[config.mk]
export PLATFORM = sky130hd
export DESIGN_NAME = mem_req_arb
export DESIGN_NICKNAME = d
export VERILOG_FILES = /design/src/rtl/mem_req_arb.sv
export SDC_FILE = /design/constraint.sdc
export NUM_CORES = 1
export LEC_CHECK = 0
export CAP_MARGIN = 0
export CORE_AREA = 2 2 107 109
export CTS_CLUSTER_DIAMETER = 80
export DETAILED_ROUTE_END_ITERATION = 12
export DIE_AREA = 0 0 109 111
export DONT_BUFFER_PORTS = 1
export PLACE_DENSITY_LB_ADDON = 0.15
export REMOVE_ABC_BUFFERS = 1
export SLEW_MARGIN = 20
export SYNTH_ARGS = -nofsm -noshare
export SYNTH_HDL_FRONTEND = slang
export SYNTH_SLANG_ARGS = --single-unit
[constraint.sdc]
create_clock -name clk_in -period 6.61 [get_ports clk_in]
set_clock_uncertainty 0.2 [all_clocks]
set_input_delay 1.983 -clock clk_in [delete_from_list [all_inputs] [get_ports clk_in]]
set_output_delay 1.983 -clock clk_in [all_outputs]
set_load 0.01 [all_outputs]
[src/rtl/mem_req_arb.sv]
// Two-requester (CPU / MPI debug) arbiter in front of a single memory controller.
// Round-robin on ties, registered handshakes, and a WAIT-state timeout abort.
module mem_req_arb #(
  parameter int ADDR_BW     = 25,
  parameter int DATA_BW     = 32,
  parameter int TIMEOUT_CYC = 255
) (
  input  logic               clk_in,
  input  logic               rst_in,
  input  logic               cpu_cs,
  input  logic               cpu_rw,
  input  logic [ADDR_BW-1:0] cpu_addr,
  input  logic [DATA_BW-1:0] cpu_data_wr,
  output logic [DATA_BW-1:0] cpu_data_rd,
  output logic               cpu_done,
  input  logic               mpi_cs,
  input  logic               mpi_rw,
  input  logic [ADDR_BW-1:0] mpi_addr,
  input  logic [DATA_BW-1:0] mpi_data_wr,
  output logic [DATA_BW-1:0] mpi_data_rd,
  output logic               mpi_done,
  output logic               mem_cs,
  output logic               mem_rw,
  output logic [ADDR_BW-1:0] mem_addr,
  output logic [DATA_BW-1:0] mem_data_wr,
  input  logic [DATA_BW-1:0] mem_data_rd,
  input  logic               mem_done,
  output logic               arb_owner,
  output logic               arb_timeout
);

  typedef enum logic [1:0] {
    S_IDLE,
    S_ISSUE,
    S_WAIT,
    S_REL
  } state_t;

  localparam logic [15:0] TMO_LAST = 16'(TIMEOUT_CYC - 1);

  state_t r_state;
  state_t w_next;

  logic               r_mem_cs;
  logic               r_mem_rw;
  logic [ADDR_BW-1:0] r_mem_addr;
  logic [DATA_BW-1:0] r_mem_data_wr;
  logic [DATA_BW-1:0] r_cpu_data_rd;
  logic [DATA_BW-1:0] r_mpi_data_rd;
  logic               r_cpu_done;
  logic               r_mpi_done;
  logic               r_owner;
  logic               r_tmo;
  logic               r_skip;
  logic [15:0]        r_cnt;

  logic               w_cpu_req;
  logic               w_mpi_req;
  logic               w_grant;
  logic               w_pick_mpi;
  logic               w_tmo_hit;
  logic               w_finish;
  logic [DATA_BW-1:0] w_rd_val;
  logic               w_sel_rw;
  logic [ADDR_BW-1:0] w_sel_addr;
  logic [DATA_BW-1:0] w_sel_wr;

  // Last owner is masked for one IDLE cycle so a slow cs deassert is not re-granted.
  assign w_cpu_req  = cpu_cs & ~(r_skip & ~r_owner);
  assign w_mpi_req  = mpi_cs & ~(r_skip & r_owner);
  assign w_grant    = w_cpu_req | w_mpi_req;
  assign w_pick_mpi = w_mpi_req & (~w_cpu_req | ~r_owner);

  assign w_sel_rw   = w_pick_mpi ? mpi_rw      : cpu_rw;
  assign w_sel_addr = w_pick_mpi ? mpi_addr    : cpu_addr;
  assign w_sel_wr   = w_pick_mpi ? mpi_data_wr : cpu_data_wr;

  assign w_tmo_hit  = (r_cnt == TMO_LAST);
  assign w_finish   = mem_done | w_tmo_hit;
  assign w_rd_val   = mem_done ? mem_data_rd : '1;

  always_ff @(posedge clk_in) begin
    if (!rst_in) begin
      r_state <= S_IDLE;
    end else begin
      r_state <= w_next;
    end
  end

  always_comb begin
    w_next = r_state;
    unique case (r_state)
      S_IDLE:  if (w_grant) w_next = S_ISSUE;
      S_ISSUE: w_next = S_WAIT;
      S_WAIT:  if (w_finish) w_next = S_REL;
      S_REL:   w_next = S_IDLE;
      default: w_next = S_IDLE;
    endcase
  end

  always_ff @(posedge clk_in) begin
    if (!rst_in) begin
      r_mem_cs      <= 1'b0;
      r_mem_rw      <= 1'b0;
      r_mem_addr    <= '0;
      r_mem_data_wr <= '0;
      r_cpu_data_rd <= '0;
      r_mpi_data_rd <= '0;
      r_cpu_done    <= 1'b0;
      r_mpi_done    <= 1'b0;
      r_owner       <= 1'b1;
      r_tmo         <= 1'b0;
      r_skip        <= 1'b0;
      r_cnt         <= '0;
    end else begin
      r_mem_cs   <= 1'b0;
      r_cpu_done <= 1'b0;
      r_mpi_done <= 1'b0;
      r_tmo      <= 1'b0;
      unique case (r_state)
        S_IDLE: begin
          r_skip <= 1'b0;
          if (w_grant) begin
            r_owner       <= w_pick_mpi;
            r_mem_rw      <= w_sel_rw;
            r_mem_addr    <= w_sel_addr;
            r_mem_data_wr <= w_sel_wr;
            r_mem_cs      <= 1'b1;
          end
        end
        S_ISSUE: begin
          r_cnt <= '0;
        end
        S_WAIT: begin
          r_cnt <= r_cnt + 16'd1;
          if (w_finish) begin
            r_tmo <= ~mem_done;
            if (r_owner) begin
              r_mpi_done <= 1'b1;
              if (!r_mem_rw) r_mpi_data_rd <= w_rd_val;
            end else begin
              r_cpu_done <= 1'b1;
              if (!r_mem_rw) r_cpu_data_rd <= w_rd_val;
            end
          end
        end
        S_REL: begin
          r_skip <= 1'b1;
        end
        default: begin
          r_skip <= 1'b0;
        end
      endcase
    end
  end

  assign cpu_data_rd = r_cpu_data_rd;
  assign cpu_done    = r_cpu_done;
  assign mpi_data_rd = r_mpi_data_rd;
  assign mpi_done    = r_mpi_done;
  assign mem_cs      = r_mem_cs;
  assign mem_rw      = r_mem_rw;
  assign mem_addr    = r_mem_addr;
  assign mem_data_wr = r_mem_data_wr;
  assign arb_owner   = r_owner;
  assign arb_timeout = r_tmo;

endmodule

After elaboration in Yosys (flattened, before gate mapping) --
Index checks and enable logic that the tools add are counted.
Storage, ports and cells: bits in latches 0, word-level logic and storage cells 55, memories 0, bits of input ports 153, register bits after elaboration 146, ROM bits 0, output and inout port bits 127, RAM bits 0
Operators by class: bitwise logic cells 14, multiplexer cells 12, order comparisons 0, divide/modulo/power cells 0, reduce and logical (&&, ||, !) cells 9, eq/ne operators 6, shift operators 0, add/subtract/negate cells 1, multipliers 0
Operator list (count):
- 32-bit 2-to-1 mux | 2
- 16-bit one-hot mux with 2 select lines | 1
- 25-bit 2-to-1 mux | 1
- 16-bit by 1-bit adder with 16-bit output (second input constant) | 1
- 16-bit by 8-bit equality test with 1-bit output (second input constant) | 1
- 2-bit one-hot mux with 4 select lines | 1
- 4-bit AND reduction | 2
- 1-bit NOT | 6
- 2-bit AND reduction | 3
- 1-bit bitwise AND | 5
- 2-bit equality test (second input constant) | 2
- 1-bit 2-to-1 mux | 4
- 2-bit 2-to-1 mux | 2
- 2-bit != test (second input constant) | 2
- 2-bit nonzero test | 2
- 1-bit OR | 3
- 3-bit AND reduction | 1
- 2-bit by 1-bit equality test with 1-bit output (second input constant) | 1
- 2-bit zero test | 1
- 1-bit one-hot mux with 2 select lines | 1

Logic depth before layout (Yosys ltp) --
depth in word-level cells 8, gate-level depth with buffers 8

Least setup slack after synthesis --
No wires, ideal clock.
path type input-to-reg, from input port mpi_cs, to register r_mem_data_wr[1], in the netlist mem_data_wr[1], slack 2975 ps, arrival time 3302 ps, cell stages on the path 6, library setup time 133 ps, cell sequence clkbuf_1 > mux2i_1 > a211oi_2 > clkbuf_1 > buf_2 > a311oi_1
On the way: longest elaborated chain between the ends 3, elaborated cells between the ends (all ways) 5, classes of those cells mux: 1; bitwise: 3; reduce/logical: 1
Ends and longest elaborated chain:
- from (decl) | RTL line 16 | input logic mpi_cs,
- 1-bit bitwise AND (*) | RTL line 70 | assign w_mpi_req = mpi_cs & ~(r_skip & r_owner);
- 1-bit bitwise AND / 1-bit OR (equally long branches) | RTL line 72, 71
- 32-bit 2-to-1 mux / 2-bit AND reduction (equally long branches)
- to (signal assigned) | RTL line 127 | r_mem_data_wr <= w_sel_wr;
- to (decl) | RTL line 47 | logic [DATA_BW-1:0] r_mem_data_wr;
Mark *: on every way between the ends. The rest lies on a longest branch, timed or not. A chain may end at the register's enable or synchronous reset.

Final worst setup path --
from input port cpu_cs, to register r_mem_addr[7], in the netlist mem_addr[7]
On the way: longest elaborated chain between the ends 5, elaborated cells between the ends (all ways) 7, classes of those cells mux: 1; bitwise: 5; reduce/logical: 1
Ends and longest elaborated chain:
- from (decl) | RTL line 10 | input logic cpu_cs,
- 1-bit bitwise AND (*) | RTL line 69 | assign w_cpu_req = cpu_cs & ~(r_skip & ~r_owner);
- 1-bit NOT | RTL line 72 | assign w_pick_mpi = w_mpi_req & (~w_cpu_req | ~r_owner);
- 1-bit OR | RTL line 72
- 1-bit bitwise AND | RTL line 72
- 25-bit 2-to-1 mux | RTL line 75 | assign w_sel_addr = w_pick_mpi ? mpi_addr : cpu_addr;
- to (signal assigned) | RTL line 126 | r_mem_addr <= w_sel_addr;
- to (decl) | RTL line 46 | logic [ADDR_BW-1:0] r_mem_addr;
Marks and branches as above.

==> impl_metrics.tcl <==
set metrics [dict create \
    min_to "mpi_data_rd[6]" \
    yosysTopAreaCell "dfxtp_1" \
    cp_max_fo 59 \
    cp-start-kind "primary input" \
    h-tree-depth 4 \
    period_share_pct 57.1 \
    avgRoutedWirePerCell_um 19.1 \
    hold_viol_final 0 \
    numPortBuffers 0 \
    maxCapViolations 0 \
    finalSetupViolCount 0 \
    holdWs_ps 305 \
    antenna_found_initial 1 \
    dp_hpwl_mm 10.6 \
    synth.most_common_cell "dfxtp_1" \
    post_cts.repair.setup_buffers 0 \
    worst_slack_ps 2840 \
    status "finished clean" \
    coreArea_mm2 0.0111 \
    clk_pin_slew_ps 60 \
    clk_latency_ps 420 \
    syn_inst 699 \
    rr_endpoint "cpu_data_rd[6]" \
    grt_pass1_vias 4820 \
    ctsHoldBuffers 0 \
    vias 4939 \
    crit_type "in -> reg" \
    p_clk_share_pct 33.9 \
    drcViolationCount 0 \
    synth-main-ff-cell "dfxtp_1" \
    grt_pass1_wl_mm 23.9 \
    ctsRootBufferMaster "clkbuf_16" \
    ant_nets 0 \
    grt_max_degree 117 \
    syn_area_mm2 0.00621 \
    die-area_mm2 0.0121 \
    fin_cells 816 \
    cts.sinks 146 \
    place_inst 784 \
    cts_tree "built" \
    place_congestion 0.862 \
    synthTopCellsByCount "dfxtp_1, nand2_1, nor2_1" \
    antenna_cells 0 \
    ff2ff_path_depth 5 \
    yosysUniqueCellTypes 38 \
    hold_class "reg -> reg" \
    cts_resized 0 \
    drtIter0Drc 329 \
    dr.pass1.iters 4 \
    viasPerCell 6.05 \
    async_flop_share_pct 0 \
    fin_crit_ps 3770 \
    netlist_top_cells_area "dfxtp_1, mux2i_1, a311oi_1" \
    route.final.wire_length_mm 15.6 \
    die_w_um 109 \
    p_int_uw 1830 \
    yosysWarnings 0 \
    reg2reg_slack_ps 3800 \
    syn_avg_cell_area_um2 8.89 \
    hold_start "mpi_data_rd[6]" \
    worstPathRequired_ps 6640 \
    rows 39 \
    ys_ff_latch 146 \
    power.switching_uw 950 \
    rsz0062_at_grt "no" \
    initial_utilization_pct 56.1 \
    endpoint_kind "register" \
    r2r_start "r_cnt[3]" \
    seq_power_share_pct 46.7 \
    area_delta_synth_final_pct 8.54 \
    nNetsFinal 819 \
    dieHeight_um 111 \
    power_density_mw_per_mm2 413 \
    layout-drive-gt1-share_pct 7.28 \
    whs_path_depth 2 \
    max-vdd-ir-drop_mv 0.220 \
    design_area_mm2 0.00675 \
    fmax_mhz 265 \
    p_sw_share_pct 34.1 \
    placed_cell_area_mm2 0.00616 \
    tightestPinTransition_ps 1090 \
    io_pins 280 \
    numCtsBuffers 17 \
    dpl_worst_slack_ps 2440 \
    arrival_ps 3800 \
    power.leakage_uw 0.00267 \
    globalRoute.totalOverflow 0 \
    synth_top_area_share_pct 47.0 \
    clock_path_buffers 2 \
    slew_headroom_pct 27.3 \
    synth-edff-count 0 \
    tns_ps 0 \
    drv_slew 0 \
    track_usage_pct 25.3 \
    seq_area_frac_synth_pct 47.0 \
    p_comb_share_pct 19.4 \
]
## state kept, by name (all words and copies together), names as in the netlist
name and flops:
mem_rw 1, r_cnt 16, mem_cs 1, r_skip 1, arb_owner 1, mpi_data_rd 32, cpu_done 1, mpi_done 1
r_state 2, mem_data_wr 32, arb_timeout 1, mem_addr 25, cpu_data_rd 32
## logic make-up after synthesis
kind of cell	count (synthesis)	synth area share [%]
AOI/OAI and AO/OA	107	12.9
xor gates and xnor gates	12	1.69
adders and majority gates	6	1.21
buffers and inverters	71	5.58
DFF	146	47.0
muxes	67	10.8
and+or+nand+nor	290	20.8
## layout by cell type, fill, tap and decap left out, types with 2 or more instances in the layout
master      instances
a311oi_1           58
inv_1               7
clkinvlp_4          4
xor2_1             10
inv_6               3
or3_1               3
nand3_1            62
xnor2_1             2
and3_1              2
bufinv_16           2
ha_1                6
clkbuf_16          17
a21oi_1             4
o21ai_0            36
nand4_1             6
dfxtp_1           146
mux2i_1            67
clkinv_4            4
and4_1              2
nand2_1           128
nor2_1             76
buf_4               4
nor4b_4             2
## worst max path at each step
stage / from / to / slack, ps / depth (start not counted)
6_report: cpu_cs / mem_addr[7] / 2840 / 5
5_1_grt: cpu_cs / mem_data_wr[3] / 2660 / 5
4_1_cts: cpu_cs / mem_data_wr[15] / 2870 / 5
3_5_place_dp: cpu_cs / mem_data_wr[15] / 2440 / 5
3_3_place_gp: cpu_cs / mem_rw / 2500 / 5
2_1_floorplan: cpu_cs / mem_addr[0] / 320 / 4
## per-stage QoR
| step | power, uW | utilization (%) |
|---|---|---|
| floorplan | 1730 | - |
| global placement | 1830 | 55.3 |
| detailed placement | 1860 | 55.6 |
| CTS | 2800 | 60.9 |
| global route | 2940 | 60.9 |
| finish | 2780 | 60.9 |
## layer usage
| layer | GRT usage [%] | up-vias | share of wire [%] |
|---|---|---|---|
| met1 | 26.3 | 2317 | 37 |
| met2 | 42.7 | 205 | 50 |
| met3 | 11.7 | 36 | 11 |
| met4 | 11.5 | 2 | 2.7 |
| met5 | 0 | - | 0.084 |
| li1 | - | 2379 | - |
## area by class of cell
cell class	count	area [um2]
flip-flops and latches	146	2920
multi-input cells	482	2970
well taps	143	179
repair buffers	5	57.6
inverters	8	30.0
clock buffers	18	429
clock inverters	14	156
fillers	950	4330
## power groups by stage
stage	combinational, uW	sequential, uW	clock, uW
global placement	512	1320	0
floorplan	467	1260	0
finish	540	1300	944
CTS	538	1300	962
global route	620	1320	998
detailed placement	539	1320	0
## worst max-delay path, stage by stage
cell	delay (ps)
o21ai_4	90
buf_4	520
nand2_2	750
nand2_1	280
a311oi_1	130
Power figures use the tool's default switching activity.
